--- src/rtl/pipe_ctrl_pkg.sv ---
// Shared codes for the pipeline controller: IR source selects, next-PC
// selects, controller states and the hazard-free register number.
package pipe_ctrl_pkg;

    typedef enum logic [1:0] {
        IR_SRC_DATA   = 2'd0,
        IR_SRC_NOP    = 2'd1,
        IR_SRC_EXCEPT = 2'd2
    } ir_src_e;

    typedef enum logic [2:0] {
        PC_SEL_SEQ    = 3'd0,
        PC_SEL_BRANCH = 3'd1,
        PC_SEL_ILLOP  = 3'd2,
        PC_SEL_XADDR  = 3'd3
    } pc_sel_e;

    typedef enum logic [1:0] {
        ST_RUN   = 2'd0,
        ST_STALL = 2'd1,
        ST_EXC   = 2'd2
    } state_e;

    // r31 is the hardwired register, so a load targeting it never blocks anyone
    localparam logic [4:0] REG_NO_HAZARD = 5'd31;

    // Counts down by one but never wraps below zero
    function automatic logic [1:0] satDec(input logic [1:0] value);
        return (value == 2'd0) ? 2'd0 : value - 2'd1;
    endfunction

endpackage

--- src/rtl/pipe_ctrl_ld_hazard.sv ---
// Load-use hazard detector: compares the RF-stage source fields against the
// destinations of loads sitting in EXEC and in MEM. Purely combinational.
module ld_hazard
    import pipe_ctrl_pkg::*;
(
    input  logic [4:0] ra_i,
    input  logic [4:0] rb_i,
    input  logic       use_ra_i,
    input  logic       use_rb_i,
    input  logic       ld_exec_i,
    input  logic [4:0] rc_exec_i,
    input  logic       ld_mem_i,
    input  logic [4:0] rc_mem_i,
    output logic       haz_exec_o,
    output logic       haz_mem_o
);

    // True when a load writing rc feeds one of the RF-stage sources
    function automatic logic loadFeeds(input logic       isLoad,
                                       input logic [4:0] rc,
                                       input logic [4:0] ra,
                                       input logic       useRa,
                                       input logic [4:0] rb,
                                       input logic       useRb);
        logic hit;
        hit = (useRa && (ra == rc)) || (useRb && (rb == rc));
        return isLoad && (rc != REG_NO_HAZARD) && hit;
    endfunction

    // Both stage comparisons evaluated side by side every cycle
    always_comb begin
        haz_exec_o = loadFeeds(ld_exec_i, rc_exec_i, ra_i, use_ra_i, rb_i, use_rb_i);
        haz_mem_o  = loadFeeds(ld_mem_i,  rc_mem_i,  ra_i, use_ra_i, rb_i, use_rb_i);
    end

endmodule

--- src/rtl/pipe_ctrl.sv ---
// Pipeline controller: load-use stalls, illegal-op and interrupt traps, and
// taken-branch redirects for a five-stage pipe. Outputs are combinational
// from the state, the stall counter and the current inputs.
module pipe_ctrl
    import pipe_ctrl_pkg::*;
#(
    parameter int LD_STALL_EXEC = 2,
    parameter int LD_STALL_MEM  = 1
) (
    input  logic       clk,
    input  logic       reset,
    input  logic [4:0] ra_rf,
    input  logic [4:0] rb_rf,
    input  logic       use_ra_rf,
    input  logic       use_rb_rf,
    input  logic       ld_exec,
    input  logic       ld_mem,
    input  logic [4:0] rc_exec,
    input  logic [4:0] rc_mem,
    input  logic       br_taken_rf,
    input  logic       ill_op_rf,
    input  logic       irq,
    input  logic       sup_rf,
    output logic       stall_if,
    output logic       stall_rf,
    output logic [1:0] ir_src_if,
    output logic [1:0] ir_src_rf,
    output logic [1:0] ir_src_exec,
    output logic [2:0] pc_sel,
    output logic       irq_ack
);

    // The hazard cycle itself is one bubble, so the counter holds the extra
    // STALL-state cycles still owed; STALL is left once it drains to zero.
    localparam logic [1:0] EXEC_LOAD = 2'(LD_STALL_EXEC - 1);
    localparam logic [1:0] MEM_LOAD  = 2'(LD_STALL_MEM - 1);

    state_e     state_q, state_d;
    logic [1:0] stallCnt_q, stallCnt_d;
    logic [1:0] stallDec;
    logic       hazExec;
    logic       hazMem;

    ld_hazard u_ld_hazard (
        .ra_i       (ra_rf),
        .rb_i       (rb_rf),
        .use_ra_i   (use_ra_rf),
        .use_rb_i   (use_rb_rf),
        .ld_exec_i  (ld_exec),
        .rc_exec_i  (rc_exec),
        .ld_mem_i   (ld_mem),
        .rc_mem_i   (rc_mem),
        .haz_exec_o (hazExec),
        .haz_mem_o  (hazMem)
    );

    // State and stall counter registers, cleared asynchronously by reset
    always_ff @(posedge clk or posedge reset) begin
        if (reset) begin
            state_q    <= ST_RUN;
            stallCnt_q <= 2'd0;
        end else begin
            state_q    <= state_d;
            stallCnt_q <= stallCnt_d;
        end
    end

    // Next-state, counter and output decode; reset forces the quiet outputs
    always_comb begin
        state_d     = state_q;
        stallCnt_d  = stallCnt_q;
        stallDec    = satDec(stallCnt_q);
        stall_if    = 1'b0;
        stall_rf    = 1'b0;
        ir_src_if   = IR_SRC_DATA;
        ir_src_rf   = IR_SRC_DATA;
        ir_src_exec = IR_SRC_DATA;
        pc_sel      = PC_SEL_SEQ;
        irq_ack     = 1'b0;

        unique case (state_q)
            ST_RUN: begin
                if (hazExec || hazMem) begin
                    stall_if   = 1'b1;
                    stall_rf   = 1'b1;
                    ir_src_rf  = IR_SRC_NOP;
                    stallCnt_d = hazExec ? EXEC_LOAD : MEM_LOAD;
                    state_d    = (stallCnt_d != 2'd0) ? ST_STALL : ST_RUN;
                end else if (ill_op_rf) begin
                    ir_src_if = IR_SRC_NOP;
                    ir_src_rf = IR_SRC_EXCEPT;
                    pc_sel    = PC_SEL_ILLOP;
                    state_d   = ST_EXC;
                end else if (irq && !sup_rf) begin
                    ir_src_if = IR_SRC_NOP;
                    ir_src_rf = IR_SRC_EXCEPT;
                    pc_sel    = PC_SEL_XADDR;
                    irq_ack   = 1'b1;
                    state_d   = ST_EXC;
                end else if (br_taken_rf) begin
                    ir_src_if = IR_SRC_NOP;
                    pc_sel    = PC_SEL_BRANCH;
                end
            end
            ST_STALL: begin
                stall_if  = 1'b1;
                stall_rf  = 1'b1;
                ir_src_rf = IR_SRC_NOP;
                if (hazExec) begin
                    stallCnt_d = EXEC_LOAD;
                end else if (hazMem && (MEM_LOAD > stallDec)) begin
                    stallCnt_d = MEM_LOAD;
                end else begin
                    stallCnt_d = stallDec;
                end
                state_d = (stallCnt_d != 2'd0) ? ST_STALL : ST_RUN;
            end
            ST_EXC: begin
                ir_src_if = IR_SRC_NOP;
                state_d   = ST_RUN;
            end
            default: begin
                state_d    = ST_RUN;
                stallCnt_d = 2'd0;
            end
        endcase

        if (reset) begin
            stall_if    = 1'b0;
            stall_rf    = 1'b0;
            irq_ack     = 1'b0;
            ir_src_if   = IR_SRC_NOP;
            ir_src_rf   = IR_SRC_NOP;
            ir_src_exec = IR_SRC_NOP;
            pc_sel      = PC_SEL_SEQ;
        end
    end

endmodule
--- config.mk ---
export PLATFORM = sky130hd
export DESIGN_NAME = pipe_ctrl
export DESIGN_NICKNAME = d
export VERILOG_FILES = /design/src/rtl/pipe_ctrl_pkg.sv /design/src/rtl/pipe_ctrl_ld_hazard.sv /design/src/rtl/pipe_ctrl.sv
export SDC_FILE = /design/constraint.sdc
export NUM_CORES = 1
export LEC_CHECK = 0
export CAP_MARGIN = 0
export CORE_MARGIN = 2
export CORE_UTILIZATION = 37
export DETAILED_ROUTE_END_ITERATION = 12
export GPL_TIMING_DRIVEN = 0
export HOLD_SLACK_MARGIN = 0.1
export PLACE_DENSITY = 0.84
export SETUP_SLACK_MARGIN = 0.4
export SLEW_MARGIN = 20
export SYNTH_ARGS = -nofsm -noshare
export SYNTH_HDL_FRONTEND = slang
export SYNTH_SLANG_ARGS = --single-unit
--- constraint.sdc ---
create_clock -name clk -period 2.8 [get_ports clk]
set_clock_uncertainty 0.1 [all_clocks]
set_input_delay 0.28 -clock clk [delete_from_list [all_inputs] [get_ports clk]]
set_output_delay 0.28 -clock clk [all_outputs]
set_load 0.01 [all_outputs]
==> results by group, run 1 <==
Routing
  • Drt total wl: approximately 1.8 mm
  • TritonRoute pass-1 iters: 4
  • Via density per instance: ~5.0
  • Wirelength per Cell: roughly 13 um
  • Post-DRT Antenna Nets: 0
  • Initial drt markers: 21
  • DRC violations left: 0
  • Via count: roughly 700

Job
  • Maxcap violations: 0

Timing
  • Hold Fails Final Rpt: 0
  • Worst hold slack: ~230 ps
  • Final min period: 2310 ps
  • Final worst-path cycle share: 0.826
  • F_max: between 400 and 500 MHz
  • RSZ-0062 raised after global routing: no
  • Pins over their slew limit: 0
  • Setup ws final: 488 ps
  • Total negative slack: 0 ps
  • Final setup viols: 0

Global routing
  • Most used routing layer: met2
  • Met2 Use GR: 0.309
  • Global-route wire length before repair: between 2 and 3 mm
  • GRT Total Usage: 0.189
  • GR Util met1: 0.257
  • GRT overflow: 0
  • Met3 Use GR: 0.0122
  • Vias in the first global route: 651
  • Initial antenna violation count: 0
  • Largest net degree at the start of global routing: 11

Yosys
  • Ys async rst share: 1.00
  • Commonest register cell after synthesis: dfrtp_1
  • Area leader, netlist: xnor2_1
  • Synth Cell Area: 603 um^2
  • Yosys reg bits: 4
  • Post-synthesis sequential area ratio: 0.166
  • Syn. warnings: 0
  • Top cells by area, synth: xnor2_1 29%, dfrtp_1 17%, nand2_1 6.8%
  • Count leader, synth: xnor2_1
  • Yosys cell types: 25
  • Post-Syn Area per Cell: between 7 and 8 um^2
  • Post-synth EDFFs: 0
  • Post-Syn Instances: between 70 and 80
  • Most common library cells after synthesis: 20 x xnor2_1, 11 x nand2_1, 5 x buf_4, 5 x inv_1, 5 x nor3_1
  • Synth top area share: 0.290

Placement
  • Port-buffer cells: 38
  • Place WS: -111 ps
  • Gpl congestion: 0.816
  • Post-DP HPWL: around 1.5 mm
  • Post-Place Cells: roughly 130

Min path
  • Min-delay worst type: in2async

CTS
  • Clk root buf: clkbuf_4
  • TritonCTS clock tree: yes
  • Clock sinks: 4
  • Clock slew at reported path FFs: ~40 ps
  • CTS Buffer Depth: 2
  • H-Tree Depth: 1
  • CTS buffer count: 3
  • Worst skew pair latency: around 230 ps

Critical path
  • Worst R2R Setup Slack: approximately 1600 ps
  • Crit start category: input pin
  • Largest fanout on the critical path: 10
  • R2R Path Start: state_q[0]
  • Setup CP Type: in2out
  • CP arrival: roughly 1900 ps
  • WP data required: approximately 2400 ps
  • Path depth of the worst reg2reg path: 3
  • Setup crit end kind: output pin
  • Crit path from: rc_exec[0]

Finish
  • # diodes: 0
  • Total Nets Final: roughly 150
  • Layout fillers: around 130
  • Final Non-Filler Cells: between 100 and 150
  • P&R area growth vs syn: 69.9%
  • Proportion of layout cells with a drive suffix above 1: 0.164

Floorplan
  • Top Ports: 42
  • Initial Util: 0.396
  • Die width: roughly 44 um
  • Die height: around 44 um
  • Die area: just under 2000 um^2
  • Row count: 14
  • Core area: around 1500 um^2

Pwr
  • Leak pwr: roughly 0.46 nW
  • Power per cell area: about 270 nW/um^2
  • Peak VDD IR: 0.216 mV

Run status
  • Outcome: finished clean
## critical path: stages
cell and delay [ps]:
clkdlybuf4s15_1 240, nand3_1 110, o21a_1 240, a221o_1 370
buf_6 140, nor2b_2 150, buf_4 130, dlygate4sd2_1 270
## worst paths after layout
check,endpoint
max reg2reg,state_q[1]
max,stall_rf
min,stallCnt_q[1]
max in group asynchronous,state_q[1]
min in group clk,stallCnt_q[1]
min reg2reg,stallCnt_q[1]
## routing by layer
| metal | vias up | wire length [um] |
|---|---|---|
| met2 | 25 | 1000 |
| met1 | 322 | 718 |
| met4 | 0 | 0 |
| met3 | 0 | 85 |
| met5 | - | 0 |
| li1 | 348 | - |
## placed cells by master (no fill, tap or decap), types with 2 or more instances in the layout
cell             instances
nand3_1                  2
inv_1                    5
nor2_1                   4
xnor2_2                  3
buf_4                    6
dlygate4sd2_1           25
conb_1                   3
o21a_1                   2
clkbuf_2                 2
nor3_1                   5
nand4_1                  3
clkdlybuf4s50_1         10
xnor2_1                 17
dfrtp_1                  4
nand2_1                 11
clkbuf_4                 3
a21oi_1                  2
## through the flow
step / util / cell area (um^2) / power (mW)
2_1_floorplan: - / 611 / 0.143
3_3_place_gp: 0.663 / 1010 / 0.218
3_5_place_dp: 0.663 / 1010 / 0.221
4_1_cts: 0.667 / 1020 / 0.283
5_1_grt: 0.672 / 1020 / 0.299
6_report: 0.672 / 1020 / 0.281
## what timing repair did
item                                    4_1_cts  5_1_grt
endpoints found under the setup margin        8        4
pin swaps                                     4        4
gates resized for setup                      30        7
endpoints found under the hold margin         0        0
hold buffers                                  0        0
setup buffers                                 1        0
cloned                                        0        0
## flip-flops by register name (all words and copies together) (netlist names)
register,cells
state_q,2
stallCnt_q,2
## final cells by class
cell class	instances	area, um^2	share of cell area
inverter	5	18.8	0.0183
tap	16	20.0	0.0195
buffer	6	48.8	0.0476
sequential	4	100	0.0977
multi-input combinational	65	468	0.457
clock buffer	3	22.5	0.0220
timing repair buffer	39	347	0.338
## power breakdown
| group | internal (mW) | switching [mW] |
|---|---|---|
| combinational | 0.0751 | 0.0659 |
| sequential | 0.0648 | 0.00631 |
| clock | 0.0478 | 0.0212 |
| total | 0.188 | 0.0934 |
## cells by family after synthesis
family	count (synthesis)	share of synthesized area
buffers and inverters	11	0.112
flip-flops	4	0.166
other	1	0.00622
AND/OR/NAND/NOR	30	0.270
AO/OA/AOI/OAI	12	0.156
XOR/XNOR	20	0.290
Power figures use the tool's default switching activity.
==> run 2, diff against run 1 <==
Settings changed: CORE_UTILIZATION 37 to 34, PLACE_DENSITY 0.84 to 0.78.
Clock period 2.8 ns to 2.2 ns, I/O delays scaled along.
==> results by group, run 2 (synthesis gave the netlist of run 1 again) <==
Timing
  • Worst hold slack: 164 ps (was 229 ps)
  • Final min period: 1850 ps
  • Final worst-path cycle share: 0.843
  • F_max: roughly 540 MHz
  • RSZ-0062 raised after global routing: yes (was no)
  • Hold Fails Final Rpt: 0 (unchanged)
  • Final setup viols: 0 (unchanged)
  • Pins over their slew limit: 0 (unchanged)

Placement
  • Port-buffer cells: 38 (unchanged)
  • Gpl congestion: 0.945 (was 0.816)
  • Placement-stage cell area: 1010 um^2 (about the same)
  • Post-Place Cells: 135 (was 134)
  • Post-DP HPWL: 1.44 mm (was 1.54 mm)

Floorplan
  • Die width: 46.1 um (was 44.4 um)
  • Initial Util: 0.357 (was 0.396)
  • Row count: 15 (was 14)
  • Die height: 46.1 um (was 44.4 um)
  • Top Ports: 42 (unchanged)
  • Die area: 2130 um^2 (was 1970 um^2)
  • Core area: 1690 um^2 (was 1520 um^2)

CTS
  • Clock sinks: 4 (unchanged)
  • Worst skew pair latency: 230 ps (about the same)
  • Clk root buf: clkbuf_4 (unchanged)
  • Clock slew at reported path FFs: 40 ps (about the same)
  • CTS buffer count: 3 (unchanged)
  • CTS Buffer Depth: 2 (unchanged)
  • H-Tree Depth: 1 (unchanged)
  • Hold-fix buffers, CTS: 0 (unchanged)
  • TritonCTS clock tree: yes (unchanged)

Critical path
  • CP cell instances: buf_8, xnor2_2, nand4_1, o22ai_2, a221o_1, buf_4, nor3_2, buf_2 (was clkdlybuf4s15_1, nand3_1, o21a_1, a221o_1, buf_6, nor2b_2, buf_4, dlygate4sd2_1)
  • WP data required: 1880 ps (was 2420 ps)
  • Setup crit end kind: output pin (unchanged)
  • Critical Path Stages: 8 (unchanged)
  • Largest fanout on the critical path: 4 (was 10)
  • Max incr delay on CP: 380 ps (was 370 ps)
  • Crit-path slowest cell: a221o_1 (unchanged)
  • CP arrival: 1530 ps (was 1930 ps)
  • Crit path max-delay family: compound AO/OA/AOI/OAI gates (was buffers and inverters)
  • Setup CP Type: in2out (unchanged)
  • Path depth of the worst reg2reg path: 5 (was 3)
  • Crit start category: input pin (unchanged)
  • Buf/Inv on CP: 3 (was 4)

Global routing
  • GRT Total Usage: 0.188 (was 0.189)
  • Vias in the first global route: 724 (was 651)
  • GRT overflow: 0 (unchanged)
  • Initial antenna violation count: 0 (unchanged)
  • Global-route wire length before repair: 2.85 mm (was 2.75 mm)
  • Largest net degree at the start of global routing: 7 (was 11)

Finish
  • Largest registers: stallCnt_q: 2 flops, state_q: 2 flops (unchanged)
  • Most frequent cells in the layout: 14 x buf_4, 13 x buf_6, 12 x buf_2 (was 25 x dlygate4sd2_1, 17 x xnor2_1, 11 x nand2_1)
  • Multi-input gate area: 553 um^2 (was 468 um^2)
  • # diodes: 0 (unchanged)
  • Final Non-Filler Cells: 146 (was 138)
  • Most common cell after layout, fill and taps aside: buf_4 (was dlygate4sd2_1)
  • Total Nets Final: 161 (was 154)
  • Register area: 100 um^2 (unchanged)
  • Post-route cell area: 1170 um^2 (was 1020 um^2)
  • Proportion of layout cells with a drive suffix above 1: 0.512 (was 0.164)
  • P&R area growth vs syn: 93.6% (was 69.9%)
  • Layout fillers: 135 (was 131)

Pwr
  • Clock network fraction of design power: 0.217 (was 0.245)
  • Peak VDD IR: 0.401 mV (was 0.216 mV)
  • Psw: 0.127 mW (was 0.0934 mW)
  • Power per cell area: 338 nW/um^2 (was 274 nW/um^2)
  • Switching Share: 0.322 (was 0.332)
  • Pint: 0.268 mW (was 0.188 mW)
  • Sequential share of power: 0.229 (was 0.253)
  • Leak pwr: 0.547 nW (was 0.461 nW)
  • Gate power share: 0.553 (was 0.502)

Routing
  • Post-DRT Antenna Nets: 0 (unchanged)
  • TritonRoute pass-1 iters: 4 (unchanged)
  • Wirelength per Cell: 13.4 um (was 13.1 um)
  • Drt total wl: 1.96 mm (was 1.80 mm)
  • Initial drt markers: 11 (was 21)
  • DRC violations left: 0 (unchanged)
  • Via density per instance: 5.02 (was 5.04)
  • Via count: 733 (was 695)

Run status
  • Outcome: finished clean (unchanged)

Min path
  • Min-delay worst type: in2async (unchanged)

Job
  • Maxcap violations: 0 (unchanged)
-- run 2: cell types whose count changed in the layout (fill, tap and decap cells not counted), sizes merged --
cell / delta
buf: +35
clkbuf: -2
clkdlybuf4s15: -1
clkdlybuf4s50: -4
dlygate4sd2: -21
-- run 2: cell type report --
class,count,share of cell area
Multi-Input combinational cell,65,0.474
Timing Repair Buffer,46,0.342
Inverter,5,0.0161
Sequential cell,4,0.0857
Buffer,6,0.0450
Clock buffer,3,0.0193
Tap cell,17,0.0182
-- run 2: path summary, 6_finish.rpt --
| check | startpoint | end | slack [ps] |
|---|---|---|---|
| setup / recovery | rc_exec[1] | ir_src_rf[1] | 350 |
| hold / removal | reset | state_q[0] | 160 |
| setup reg to reg | state_q[0] | stallCnt_q[0] | 730 |
| hold reg to reg | stallCnt_q[1] | stallCnt_q[1] | 390 |
| max in group asynchronous | reset | state_q[1] | 1650 |
| min in group clk | stallCnt_q[1] | stallCnt_q[1] | 390 |
-- run 2: through the flow --
| step | util | setup WS [ps] | TNS (ps) | total power [mW] |
|---|---|---|---|---|
| after floorplan | - | 465 | 0 | 0.182 |
| after global placement | 0.599 | -575 | -3930 | 0.278 |
| after detailed placement | 0.599 | -587 | -4050 | 0.281 |
| after CTS | 0.626 | 378 | 0 | 0.376 |
| after global routing | 0.691 | 314 | 0 | 0.424 |
| final | 0.691 | 346 | 0 | 0.395 |
-- run 2: routing by layer --
metal,track usage,part of all wire
met2,0.333,0.51
met3,0.0627,0.11
met5,0,0
met4,0.0571,0.0077
met1,0.211,0.38
-- run 2: timing repair --
item                       in CTS  in global routing
gates cloned                    1                  0
gates resized for setup       141                 27
setup endpoints to repair       8                  8
pin swaps                      19                 11
buffers inserted                5                  2
-- run 2: power by group through the flow --
stage          logic [mW]  registers, mW  clock network, mW
2_1_floorplan      0.0926         0.0894                  0
3_3_place_gp        0.187         0.0909                  0
5_1_grt             0.235         0.0922             0.0968
4_1_cts             0.197         0.0905             0.0888
6_report            0.219         0.0906             0.0859
3_5_place_dp        0.189         0.0914                  0
==> run 3, diff against run 2 <==
Settings changed: CORE_UTILIZATION 34 to 31, PLACE_DENSITY 0.78 to 0.75.
Clock period 2.2 ns to 1.6 ns, I/O delays scaled along.
==> results by group, run 3 (synthesis gave the netlist of run 1 again) <==
Routing
  • DRC violations left: 0 (unchanged)
  • Post-DRT Antenna Nets: 0 (unchanged)
  • Via count: 712 (was 733)
  • TritonRoute pass-1 iters: 4 (unchanged)
  • Initial drt markers: 6 (was 11)
  • Wirelength per Cell: 13.5 um (was 13.4 um)
  • Drt total wl: 2.08 mm (was 1.96 mm)
  • Met3 routed WL: 45 um (was 208 um)
  • Via density per instance: 4.62 (was 5.02)
  • M1 WL: 889 um (was 740 um)
  • WL met2: 1.13 mm (was 990 um)
  • Highest routed layer: met4 (unchanged)

Timing
  • F_max: 559 MHz
  • Total negative slack: -808 ps (was 0 ps)
  • Hold Fails Final Rpt: 0 (unchanged)
  • Final min period: between 1500 and 2000 ps
  • Pins over their slew limit: 0 (unchanged)
  • RSZ-0062 raised after global routing: yes (unchanged)
  • Setup ws final: -188 ps (was 346 ps)
  • Final setup viols: 7 (was 0)
  • Final worst-path cycle share: 1.12

CTS
  • Worst skew pair latency: 230 ps (about the same)
  • CTS buffer count: 3 (unchanged)
  • TritonCTS clock tree: yes (unchanged)
  • Clock slew at reported path FFs: 30 ps (was 40 ps)
  • Clk root buf: clkbuf_4 (unchanged)
  • Clock sinks: 4 (unchanged)
  • CTS Buffer Depth: 2 (unchanged)
  • H-Tree Depth: 1 (unchanged)

Min path
  • Hold depth: 7
  • Min-delay worst type: in2reg (was in2async)
  • End of the worst hold path: state_q[0]
  • Hold Crit Start: rb_rf[4]

Critical path
  • Reg2reg end: stallCnt_q[0] (unchanged)
  • Setup CP Type: in2out (unchanged)
  • CP arrival: 1530 ps (about the same)
  • Largest fanout on the critical path: 6 (was 4)
  • Setup crit end kind: output pin (unchanged)
  • Crit start category: input pin (unchanged)
  • Path depth of the worst reg2reg path: 5 (unchanged)
  • Crit path from: rc_mem[2] (was rc_exec[1])
  • Worst R2R Setup Slack: 220 ps (was 730 ps)
  • WP data required: 1340 ps (was 1880 ps)
  • R2R Path Start: state_q[0] (unchanged)

Finish
  • Largest registers: stallCnt_q: 2 flops, state_q: 2 flops (unchanged)
  • # diodes: 0 (unchanged)
  • Most common cell after layout, fill and taps aside: buf_6 (was buf_4)
  • Total Nets Final: 161 (unchanged)
  • Most frequent cells in the layout: 18 x buf_6, 15 x xnor2_2, 12 x buf_4 (was 14 x buf_4, 13 x buf_6, 12 x buf_2)
  • P&R area growth vs syn: 121% (was 93.6%)
  • Proportion of layout cells with a drive suffix above 1: 0.589 (was 0.512)

Placement
  • Post-DP HPWL: 1.52 mm (was 1.44 mm)
  • Gpl congestion: 0.812 (was 0.945)
  • Port-buffer cells: 38 (unchanged)
  • Place WS: -1160 ps (was -587 ps)

Global routing
  • Vias in the first global route: 678 (was 724)
  • GRT Total Usage: 0.196 (was 0.188)
  • Initial antenna violation count: 0 (unchanged)
  • Global-route wire length before repair: 3.07 mm (was 2.85 mm)
  • GRT overflow: 0 (unchanged)
  • Largest net degree at the start of global routing: 7 (unchanged)

Run status
  • Outcome: finished with violations (was finished clean)
  • Failing checks: setup timing

Pwr
  • Peak VDD IR: 0.362 mV (was 0.401 mV)
  • Leak pwr: 0.606 nW (was 0.547 nW)
  • Power per cell area: 456 nW/um^2 (was 338 nW/um^2)
  • Power, Total: 0.608 mW (was 0.395 mW)

Job
  • Maxcap violations: 0 (unchanged)

Floorplan
  • Die height: 48.1 um (was 46.1 um)
  • Die width: 48.1 um (was 46.1 um)
  • Core area: 1780 um^2 (was 1690 um^2)
  • Initial Util: 0.338 (was 0.357)
  • Top Ports: 42 (unchanged)
  • Die area: 2310 um^2 (was 2130 um^2)
  • Row count: 15 (unchanged)
-- run 3: cell count changes in the layout (fill, tap and decap cells not counted), moves of 2 or more --
cell	change
xnor2_1	-6
buf_6	+5
xnor2_2	+4
buf_4	-2
buf_2	-4
dlygate4sd2_1	+2
clkdlybuf4s50_1	-2
nor3_4	+2
xnor2_4	+2
-- run 3: power breakdown --
part / internal (mW) / switching (mW)
combinational: 0.203 / 0.157
sequential: 0.113 / 0.0133
clock: 0.0837 / 0.0374
total: 0.400 / 0.207
-- run 3: routing by layer --
metal,vias up,track usage
met4,0,0.0649
met5,-,0
met3,2,0.0222
li1,367,-
met1,326,0.247
met2,17,0.349
-- run 3: layout make-up --
type / instances / area, um^2
clock buffers: 3 / 22.5
fillers: 121 / 452
multi-input cells: 65 / 673
flip-flops and latches: 4 / 100
plain buffers: 6 / 52.6
repair buffers: 46 / 433
well taps: 25 / 31.3
inverters: 5 / 18.8
-- run 3: what timing repair did --
action | 4_1_cts | 5_1_grt
endpoints found under the hold margin | 4 | 0
setup buffers | 7 | 0
hold buffers | 1 | 0
endpoints found under the setup margin | 13 | 11
pin swaps | 26 | 5
resized for setup | 161 | 26
-- run 3: stage by stage --
| stage | cells | area, um^2 | utilization | hold WS [ps] |
|---|---|---|---|---|
| 2_1_floorplan | 80 | 674 | - | -157 |
| 3_3_place_gp | 143 | 1090 | 0.609 | 333 |
| 3_5_place_dp | 143 | 1090 | 0.609 | 341 |
| 4_1_cts | 154 | 1210 | 0.677 | 392 |
| 5_1_grt | 154 | 1330 | 0.747 | 465 |
| 6_report | 154 | 1330 | 0.747 | 434 |
-- run 3: how the worst max path moves through the flow --
stage | depth (start not counted) | endpoint | slack (ps)
6_report | 9 | ir_src_if[0] | -190
5_1_grt | 9 | ir_src_if[0] | -230
4_1_cts | 9 | ir_src_if[0] | -140
3_5_place_dp | 7 | pc_sel[0] | -1160
3_3_place_gp | 7 | pc_sel[0] | -1130
2_1_floorplan | 6 | pc_sel[0] | 110
-- run 3: worst max-delay path, cell delays in order --
cell      delay, ps
buf_4           130
xnor2_1         140
nand4_1         120
o22ai_2          90
a221o_1         310
buf_6           130
buf_8           130
o211ai_1        160
buf_2           160
